==> config.mk <==
export PLATFORM = sky130hd
export DESIGN_NAME = mips_program_loader_flat
export DESIGN_NICKNAME = d
export VERILOG_FILES = /design/src/rtl/mips_program_loader_pkg.sv /design/src/rtl/mips_program_loader_if.sv /design/src/rtl/mips_program_loader_byte_word_assembler.sv /design/src/rtl/mips_program_loader.sv /design/src/flat_wrapper.sv
export SDC_FILE = /design/constraint.sdc
export NUM_CORES = 1
export LEC_CHECK = 0
export ABC_AREA = 0
export ABC_CLOCK_PERIOD_IN_PS = 2790
export CAP_MARGIN = 20
export CORE_UTILIZATION = 45
export CTS_CLUSTER_DIAMETER = 100
export CTS_CLUSTER_SIZE = 14
export DETAILED_ROUTE_END_ITERATION = 8
export DONT_BUFFER_PORTS = 1
export PLACE_DENSITY = 0.61
export SETUP_SLACK_MARGIN = 0.05
export SLEW_MARGIN = 25
export SYNTH_ARGS = -nofsm -noshare
export SYNTH_HDL_FRONTEND = slang
export SYNTH_SLANG_ARGS = --single-unit
==> constraint.sdc <==
create_clock -name i_clock -period 2.79 [get_ports i_clock]
set_clock_uncertainty 0.15 [all_clocks]
set_input_delay 0 -clock i_clock [delete_from_list [all_inputs] [get_ports i_clock]]
set_output_delay 0 -clock i_clock [all_outputs]
set_load 0.05 [all_outputs]
==> src/rtl/mips_program_loader_pkg.sv <==
// Shared definitions for the MIPS program loader: command codes, state encoding, default widths.
package mips_program_loader_pkg;

  localparam int NB_DATA_DEF  = 32;
  localparam int NB_BYTE_DEF  = 8;
  localparam int NB_ADDR_DEF  = 10;
  localparam int NB_STATE_DEF = 3;

  localparam logic [7:0] CMD_LOAD = 8'h4C;
  localparam logic [7:0] CMD_RUN  = 8'h52;
  localparam logic [7:0] CMD_STEP = 8'h53;
  localparam logic [7:0] CMD_STOP = 8'h48;

  typedef enum logic [NB_STATE_DEF-1:0] {
    ST_IDLE        = 3'd0,
    ST_LOAD_LEN_LO = 3'd1,
    ST_LOAD_LEN_HI = 3'd2,
    ST_LOAD_WORD   = 3'd3,
    ST_RUN         = 3'd4,
    ST_STEP        = 3'd5
  } state_t;

  function automatic logic is_load_state(input state_t st);
    return (st == ST_LOAD_LEN_LO) || (st == ST_LOAD_LEN_HI) || (st == ST_LOAD_WORD);
  endfunction

endpackage

==> src/rtl/mips_program_loader_if.sv <==
// UART byte stream in, instruction-memory write port out; master is the loader.
interface mips_program_loader_if
  import mips_program_loader_pkg::*;
#(
  parameter int NB_DATA = NB_DATA_DEF,
  parameter int NB_BYTE = NB_BYTE_DEF,
  parameter int NB_ADDR = NB_ADDR_DEF
);
  logic [NB_BYTE-1:0] rx_data;
  logic               rx_valid;
  logic               imem_wr_en;
  logic [NB_ADDR-1:0] imem_wr_addr;
  logic [NB_DATA-1:0] imem_wr_data;

  modport master (
    input  rx_data, rx_valid,
    output imem_wr_en, imem_wr_addr, imem_wr_data
  );

  modport slave (
    output rx_data, rx_valid,
    input  imem_wr_en, imem_wr_addr, imem_wr_data
  );
endinterface

==> src/rtl/mips_program_loader_byte_word_assembler.sv <==
// Shifts bytes in MSB-first and presents a full word with a one-cycle valid strobe.
module byte_word_assembler
  import mips_program_loader_pkg::*;
#(
  parameter int NB_DATA = NB_DATA_DEF,
  parameter int NB_BYTE = NB_BYTE_DEF
) (
  input  logic               i_clock,
  input  logic               i_reset,
  input  logic               i_clear,
  input  logic [NB_BYTE-1:0] i_byte,
  input  logic               i_byte_valid,
  output logic [NB_DATA-1:0] o_word,
  output logic               o_word_valid,
  output logic               o_last_byte
);
  localparam int NB_PER_WORD = NB_DATA / NB_BYTE;
  localparam int NB_IDX      = (NB_PER_WORD > 1) ? $clog2(NB_PER_WORD) : 1;
  localparam logic [NB_IDX-1:0] LAST_IDX = NB_IDX'(NB_PER_WORD - 1);

  logic [NB_IDX-1:0]  byte_idx_r;
  logic [NB_DATA-1:0] shift_r;
  logic               word_valid_r;

  // The shift register itself holds the finished word during the strobe cycle
  assign o_word       = shift_r;
  assign o_word_valid = word_valid_r;
  assign o_last_byte  = i_byte_valid && !i_clear && (byte_idx_r == LAST_IDX);

  // Byte shifting, byte index and word strobe
  always_ff @(posedge i_clock) begin
    if (!i_reset) begin
      byte_idx_r   <= '0;
      shift_r      <= '0;
      word_valid_r <= 1'b0;
    end else if (i_clear) begin
      byte_idx_r   <= '0;
      shift_r      <= '0;
      word_valid_r <= 1'b0;
    end else begin
      word_valid_r <= 1'b0;
      if (i_byte_valid) begin
        shift_r <= {shift_r[NB_DATA-NB_BYTE-1:0], i_byte};
        if (byte_idx_r == LAST_IDX) begin
          byte_idx_r   <= '0;
          word_valid_r <= 1'b1;
        end else begin
          byte_idx_r <= byte_idx_r + NB_IDX'(1);
        end
      end
    end
  end

endmodule

==> src/rtl/mips_program_loader.sv <==
// Loads instruction memory from a UART byte stream and drives core reset/enable (run, step, stop).
module mips_program_loader
  import mips_program_loader_pkg::*;
#(
  parameter int NB_DATA  = NB_DATA_DEF,
  parameter int NB_BYTE  = NB_BYTE_DEF,
  parameter int NB_ADDR  = NB_ADDR_DEF,
  parameter int NB_STATE = NB_STATE_DEF
) (
  input  logic                 i_clock,
  input  logic                 i_reset,
  mips_program_loader_if.master bus,
  input  logic                 i_halt,
  output logic                 o_mips_reset,
  output logic                 o_mips_enable,
  output logic [NB_DATA-1:0]   o_cycle_count,
  output logic [NB_STATE-1:0]  o_state
);
  localparam int NB_LEN = 2 * NB_BYTE;

  state_t              state_r;
  state_t              state_next_s;
  logic [NB_BYTE-1:0]  len_lo_r;
  logic [NB_LEN-1:0]   len_s;
  logic [NB_LEN-1:0]   words_left_r;
  logic [NB_ADDR-1:0]  word_idx_r;
  logic [NB_DATA-1:0]  cycle_count_r;
  logic                mips_reset_r;
  logic                mips_enable_r;
  logic                mips_reset_next_s;
  logic                mips_enable_next_s;
  logic                load_done_s;
  logic                asm_clear_s;
  logic                asm_byte_valid_s;
  logic [NB_DATA-1:0]  asm_word_s;
  logic                asm_word_valid_s;
  logic                asm_last_byte_s;

  assign len_s            = {bus.rx_data, len_lo_r};
  assign asm_clear_s      = (state_r != ST_LOAD_WORD);
  assign asm_byte_valid_s = bus.rx_valid && (state_r == ST_LOAD_WORD);

  byte_word_assembler #(
    .NB_DATA (NB_DATA),
    .NB_BYTE (NB_BYTE)
  ) u_assembler (
    .i_clock      (i_clock),
    .i_reset      (i_reset),
    .i_clear      (asm_clear_s),
    .i_byte       (bus.rx_data),
    .i_byte_valid (asm_byte_valid_s),
    .o_word       (asm_word_s),
    .o_word_valid (asm_word_valid_s),
    .o_last_byte  (asm_last_byte_s)
  );

  // State register
  always_ff @(posedge i_clock) begin
    if (!i_reset) begin
      state_r <= ST_IDLE;
    end else begin
      state_r <= state_next_s;
    end
  end

  // Next-state decode; commands are only decoded in IDLE, RUN only listens for stop
  always_comb begin
    state_next_s = state_r;
    case (state_r)
      ST_IDLE: begin
        if (bus.rx_valid && (bus.rx_data == CMD_LOAD)) begin
          state_next_s = ST_LOAD_LEN_LO;
        end else if (bus.rx_valid && (bus.rx_data == CMD_RUN)) begin
          state_next_s = ST_RUN;
        end else if (bus.rx_valid && (bus.rx_data == CMD_STEP)) begin
          state_next_s = ST_STEP;
        end else begin
          state_next_s = ST_IDLE;
        end
      end
      ST_LOAD_LEN_LO: begin
        if (bus.rx_valid) begin
          state_next_s = ST_LOAD_LEN_HI;
        end else begin
          state_next_s = ST_LOAD_LEN_LO;
        end
      end
      ST_LOAD_LEN_HI: begin
        if (bus.rx_valid && (len_s == '0)) begin
          state_next_s = ST_IDLE;
        end else if (bus.rx_valid) begin
          state_next_s = ST_LOAD_WORD;
        end else begin
          state_next_s = ST_LOAD_LEN_HI;
        end
      end
      ST_LOAD_WORD: begin
        if (asm_last_byte_s && (words_left_r == NB_LEN'(1))) begin
          state_next_s = ST_IDLE;
        end else begin
          state_next_s = ST_LOAD_WORD;
        end
      end
      ST_RUN: begin
        if (i_halt || (bus.rx_valid && (bus.rx_data == CMD_STOP))) begin
          state_next_s = ST_IDLE;
        end else begin
          state_next_s = ST_RUN;
        end
      end
      ST_STEP: state_next_s = ST_IDLE;
      default: state_next_s = ST_IDLE;
    endcase
  end

  // Output decode from the next state so the registered outputs line up with it
  always_comb begin
    load_done_s        = is_load_state(state_r) && (state_next_s == ST_IDLE);
    mips_reset_next_s  = is_load_state(state_next_s) || load_done_s;
    mips_enable_next_s = (state_next_s == ST_RUN) || (state_next_s == ST_STEP);
  end

  // Registered core control outputs
  always_ff @(posedge i_clock) begin
    if (!i_reset) begin
      mips_reset_r  <= 1'b1;
      mips_enable_r <= 1'b0;
    end else begin
      mips_reset_r  <= mips_reset_next_s;
      mips_enable_r <= mips_enable_next_s;
    end
  end

  // Word count, write address and enabled-cycle counter
  always_ff @(posedge i_clock) begin
    if (!i_reset) begin
      len_lo_r      <= '0;
      words_left_r  <= '0;
      word_idx_r    <= '0;
      cycle_count_r <= '0;
    end else begin
      if ((state_r == ST_LOAD_LEN_LO) && bus.rx_valid) begin
        len_lo_r <= bus.rx_data;
      end
      if ((state_r == ST_LOAD_LEN_HI) && bus.rx_valid) begin
        words_left_r <= len_s;
      end else if (asm_last_byte_s) begin
        words_left_r <= words_left_r - NB_LEN'(1);
      end
      // Address advances after each write and wraps with the memory depth
      if ((state_r == ST_IDLE) && bus.rx_valid && (bus.rx_data == CMD_LOAD)) begin
        word_idx_r <= '0;
      end else if (asm_word_valid_s) begin
        word_idx_r <= word_idx_r + NB_ADDR'(1);
      end
      if (load_done_s) begin
        cycle_count_r <= '0;
      end else if (mips_enable_r) begin
        cycle_count_r <= cycle_count_r + NB_DATA'(1);
      end
    end
  end

  assign bus.imem_wr_en   = asm_word_valid_s;
  assign bus.imem_wr_addr = word_idx_r;
  assign bus.imem_wr_data = asm_word_s;
  assign o_mips_reset     = mips_reset_r;
  assign o_mips_enable    = mips_enable_r;
  assign o_cycle_count    = cycle_count_r;
  assign o_state          = NB_STATE'(state_r);

endmodule

==> src/flat_wrapper.sv <==
// flat-port wrapper written by rule: the top's interface ports become plain ports
module mips_program_loader_flat import mips_program_loader_pkg::*;
#(
  parameter int NB_DATA  = NB_DATA_DEF,
  parameter int NB_BYTE  = NB_BYTE_DEF,
  parameter int NB_ADDR  = NB_ADDR_DEF,
  parameter int NB_STATE = NB_STATE_DEF
)
  (i_clock, i_reset, i_halt, o_mips_reset, o_mips_enable, o_cycle_count, o_state, bus_rx_data, bus_rx_valid, bus_imem_wr_en, bus_imem_wr_addr, bus_imem_wr_data);
  mips_program_loader_if #(.NB_DATA(NB_DATA), .NB_BYTE(NB_BYTE), .NB_ADDR(NB_ADDR)) bus_i ();
  input  logic i_clock;
  input  logic i_reset;
  input  logic i_halt;
  output logic o_mips_reset;
  output logic o_mips_enable;
  output logic [NB_DATA-1:0] o_cycle_count;
  output logic [NB_STATE-1:0] o_state;
  input wire logic [$bits(bus_i.rx_data)-1:0] bus_rx_data;
  input wire logic [$bits(bus_i.rx_valid)-1:0] bus_rx_valid;
  output wire logic [$bits(bus_i.imem_wr_en)-1:0] bus_imem_wr_en;
  output wire logic [$bits(bus_i.imem_wr_addr)-1:0] bus_imem_wr_addr;
  output wire logic [$bits(bus_i.imem_wr_data)-1:0] bus_imem_wr_data;
  assign bus_i.rx_data = bus_rx_data;
  assign bus_i.rx_valid = bus_rx_valid;
  assign bus_imem_wr_en = bus_i.imem_wr_en;
  assign bus_imem_wr_addr = bus_i.imem_wr_addr;
  assign bus_imem_wr_data = bus_i.imem_wr_data;
  mips_program_loader #(.NB_DATA(NB_DATA), .NB_BYTE(NB_BYTE), .NB_ADDR(NB_ADDR), .NB_STATE(NB_STATE)) u_core (.i_clock(i_clock), .i_reset(i_reset), .bus(bus_i), .i_halt(i_halt), .o_mips_reset(o_mips_reset), .o_mips_enable(o_mips_enable), .o_cycle_count(o_cycle_count), .o_state(o_state));
endmodule
==> key figures <==
Status
  • Status: finished, final reports clean

Critical path
  • CP endpoint kind: flop
  • Reg-to-reg startpoint: u_core.words_left_r[5]
  • CP max stage cell: a41o_2
  • Crit-path max FO: 32
  • Worst Setup Path Type: reg2reg
  • Startpoint Class: flop
  • Critical Path AT: 2590 ps
  • Critical path required time: 2870 ps
  • Max stage delay on crit path: 640 ps
  • R2r endpoint: u_core.o_cycle_count[17]
  • Crit path cell chain: nor4_4 > nand3_2 > o41ai_4 > a41o_2 > nor2_1
  • Register-to-Register Path Depth: 5
  • Reg2reg setup slack: 280 ps

Cells and area
  • Multi-input gate area: 2352 um2
  • Storage cell area: 2122 um2
  • Final Instance Area: 5345 um2
  • Layout overhead on the synthesized area: 16.15%
  • Final core utilization: 54.19%
  • Share of cells above drive strength 1: 11.74%
  • ANT cells: 0
  • Most common cell after layout, fill and taps aside: dfxtp_1
  • Highest-count cells in the layout ignoring fill and taps: 106 x dfxtp_1, 104 x nor2_1, 43 x mux2i_1, 41 x buf_4, 31 x nand2_1
  • Layout net count: 574
  • # fillers: 918

Timing
  • Tcrit/Tclk final: 90.06%
  • Setup-failing EPs final: 0
  • Setup TNS: 0 ps
  • Tmin final: 2513 ps
  • Fin. max-slew vios: 0
  • Worst-margin pin slew: 673.3 ps
  • Final Hold Viols: 0
  • Fmax: 0.3980 GHz
  • Slew headroom: 54.70%
  • Unrepaired setup endpoints after global routing: no
  • Final setup margin: 277.3 ps

CTS
  • Root Driver: clkbuf_8
  • CTS tree: built
  • Htree depth: 3
  • Post_cts resized: 0
  • Clk_lat worst skew: 360 ps
  • Number of setup buffers added after CTS: 0
  • CTS buffer count: 9
  • CTS Buffer Depth: 2
  • Clock slew at reported path FFs: 100 ps
  • Num Clock Sinks: 106

Placed design
  • DP Area: 4971 um2
  • Final Wtd Congestion: 0.8929
  • IO Port Bufs: 0
  • Post-place setup slack: 274.5 ps
  • Dpl hpwl: 7366 um

Routing
  • Residual DRC: 0
  • Detailed Routing Iterations Pass 1: 4
  • WL/cell: 15.66 um
  • Via count: 3807
  • Initial drt markers: 207
  • Routed Antenna Nets: 0
  • Drt total wl: 10890 um
  • Via/cell ratio: 5.478

Power
  • Power per cell area: 473.3 nW/um2
  • Leak Pwr: 0.001992 uW
  • Maximum vdd drop: 0.2676 mV

Hold path
  • Min-delay src: bus_rx_data[2]
  • Hold depth: 4
  • HP Class: in2reg
  • Hold Path End: u_core.o_state[0]

Global routing
  • Vias in the first global route: 3687
  • First-pass GRT wire length: 17970 um
  • GRT overflow: 0
  • Total GRT Usage: 21.77%
  • Antenna violations before repair: 0
  • Pin count of the biggest net entering global routing: 37

Synthesis
  • Synthesis warning total: 0
  • Sequential fraction of the synthesis area: 46.11%
  • Yosys cell types: 45
  • Mapped Nets: 526
  • Post-synth EDFFs: 0
  • Share of synthesized registers carrying an async set or reset: 0%
  • Gate Count Post-Synth: 509
  • Synth Cell Area: 4602 um2
  • Flops & latches, synth: 106
  • Avg Inst Size Synth: 9.041 um2
  • Prevailing post-synth register cell: dfxtp_1

Floorplanning
  • Die span in x: 103.1 um
  • Num rows: 36
  • Core Region: 9864 um2
  • I/O pin total: 92
  • Initial Util: 46.65%
  • Full die area: 10630 um2
  • Die Span Y: 103.1 um

Job
  • Total of max-cap violations: 0
==> stage by stage <==
stage	hold WS (ps)	power (uW)	cells
floorplan	-32.52	1608	509
global placement	-26.66	1600	662
detailed placement	-18.79	1601	662
CTS	22.68	2571	695
global route	58.95	2652	695
finish	57.77	2530	695
==> flip-flops by register name, summed over array words and instances (netlist names) <==
| register | count |
|---|---|
| u_core.words_left_r | 16 |
| u_core.o_cycle_count | 32 |
| u_core.len_lo_r | 8 |
| u_core.u_assembler.o_word | 32 |
| u_core.bus.imem_wr_addr | 10 |
| u_core.o_state | 3 |
| u_core.u_assembler.byte_idx_r | 2 |
| u_core.o_mips_enable | 1 |
| u_core.o_mips_reset | 1 |
| u_core.u_assembler.o_word_valid | 1 |
==> critical path: cells and delay by family, from the launching register on <==
kind            cells  cell delay (ps)
compound gates      2             1100
flops               1              410
simple gates        3              710
==> worst max path at each step <==
stage	slack [ps]	depth (start not counted)	end	startpoint
2_1_floorplan	380	7	u_core.o_cycle_count[17]	u_core.o_state[0]
3_3_place_gp	370	5	u_core.o_cycle_count[10]	u_core.words_left_r[5]
3_5_place_dp	270	5	u_core.o_cycle_count[17]	u_core.words_left_r[5]
4_1_cts	270	5	u_core.o_cycle_count[17]	u_core.words_left_r[5]
5_1_grt	140	5	u_core.o_cycle_count[21]	u_core.words_left_r[5]
6_report	280	5	u_core.o_cycle_count[17]	u_core.words_left_r[5]
==> synth_stat cells, types with 4 or more instances <==
master	instances	area, um2
a21oi_1	20	100.1
o211ai_1	4	30.03
and4_1	4	35.03
a22oi_1	4	30.03
o311ai_0	4	35.03
a2bb2oi_1	4	35.03
nor3_1	18	90.09
ha_1	5	62.56
mux2i_1	43	430.4
nand2_1	31	116.4
xnor2_1	21	183.9
xor2_1	19	166.4
nor2_1	104	390.4
o21ai_0	5	25.02
or3_1	5	31.28
clkbuf_1	10	37.54
and3_1	9	56.30
buf_1	5	18.77
dfxtp_1	106	2122
nor4_1	13	81.33
nand3_1	17	85.08
inv_1	6	22.52
a31oi_1	4	25.02
nand4_1	13	81.33
==> where the power goes <==
group	leakage, uW	switching [uW]	internal, uW
clock network	0.000102	530	387
logic	0.00104	57.0	38.4
registers	0.000854	4.33	1510
==> final cells by class <==
class	instances	share of cell area, %
Timing Repair Buffer	58	9.129
Multi-Input combinational cell	376	44.01
Sequential cell	106	39.70
Tap cell	133	3.113
Clock inverter	5	0.7959
Clock buffer	11	2.832
Inverter	6	0.4213
==> logic make-up after synthesis <==
kind of cell             after synthesis  share of synthesized area, %
AO/OA/AOI/OAI                         54                         8.184
XOR/XNOR                              40                         7.613
adder cells (fa/ha/maj)                5                         1.359
buffers and inverters                 27                         2.773
flip-flops                           106                         46.11
multiplexers                          43                         9.353
AND/OR/NAND/NOR                      234                         24.61
==> layer usage <==
| layer | vias up | global-route usage (%) | part of all wire [%] |
|---|---|---|---|
| li1 | 1887 | - | - |
| met1 | 1781 | 27.73 | 44 |
| met2 | 128 | 35.44 | 46 |
| met3 | 11 | 6.305 | 8.9 |
| met4 | 0 | 7.151 | 1.2 |
| met5 | - | 0 | 0 |
==> timing repair <==
action,CTS,global route
hold buffers,17,0
endpoints found under the hold margin,74,0
setup endpoints to repair,0,0
(Power assumes the default switching activity.)
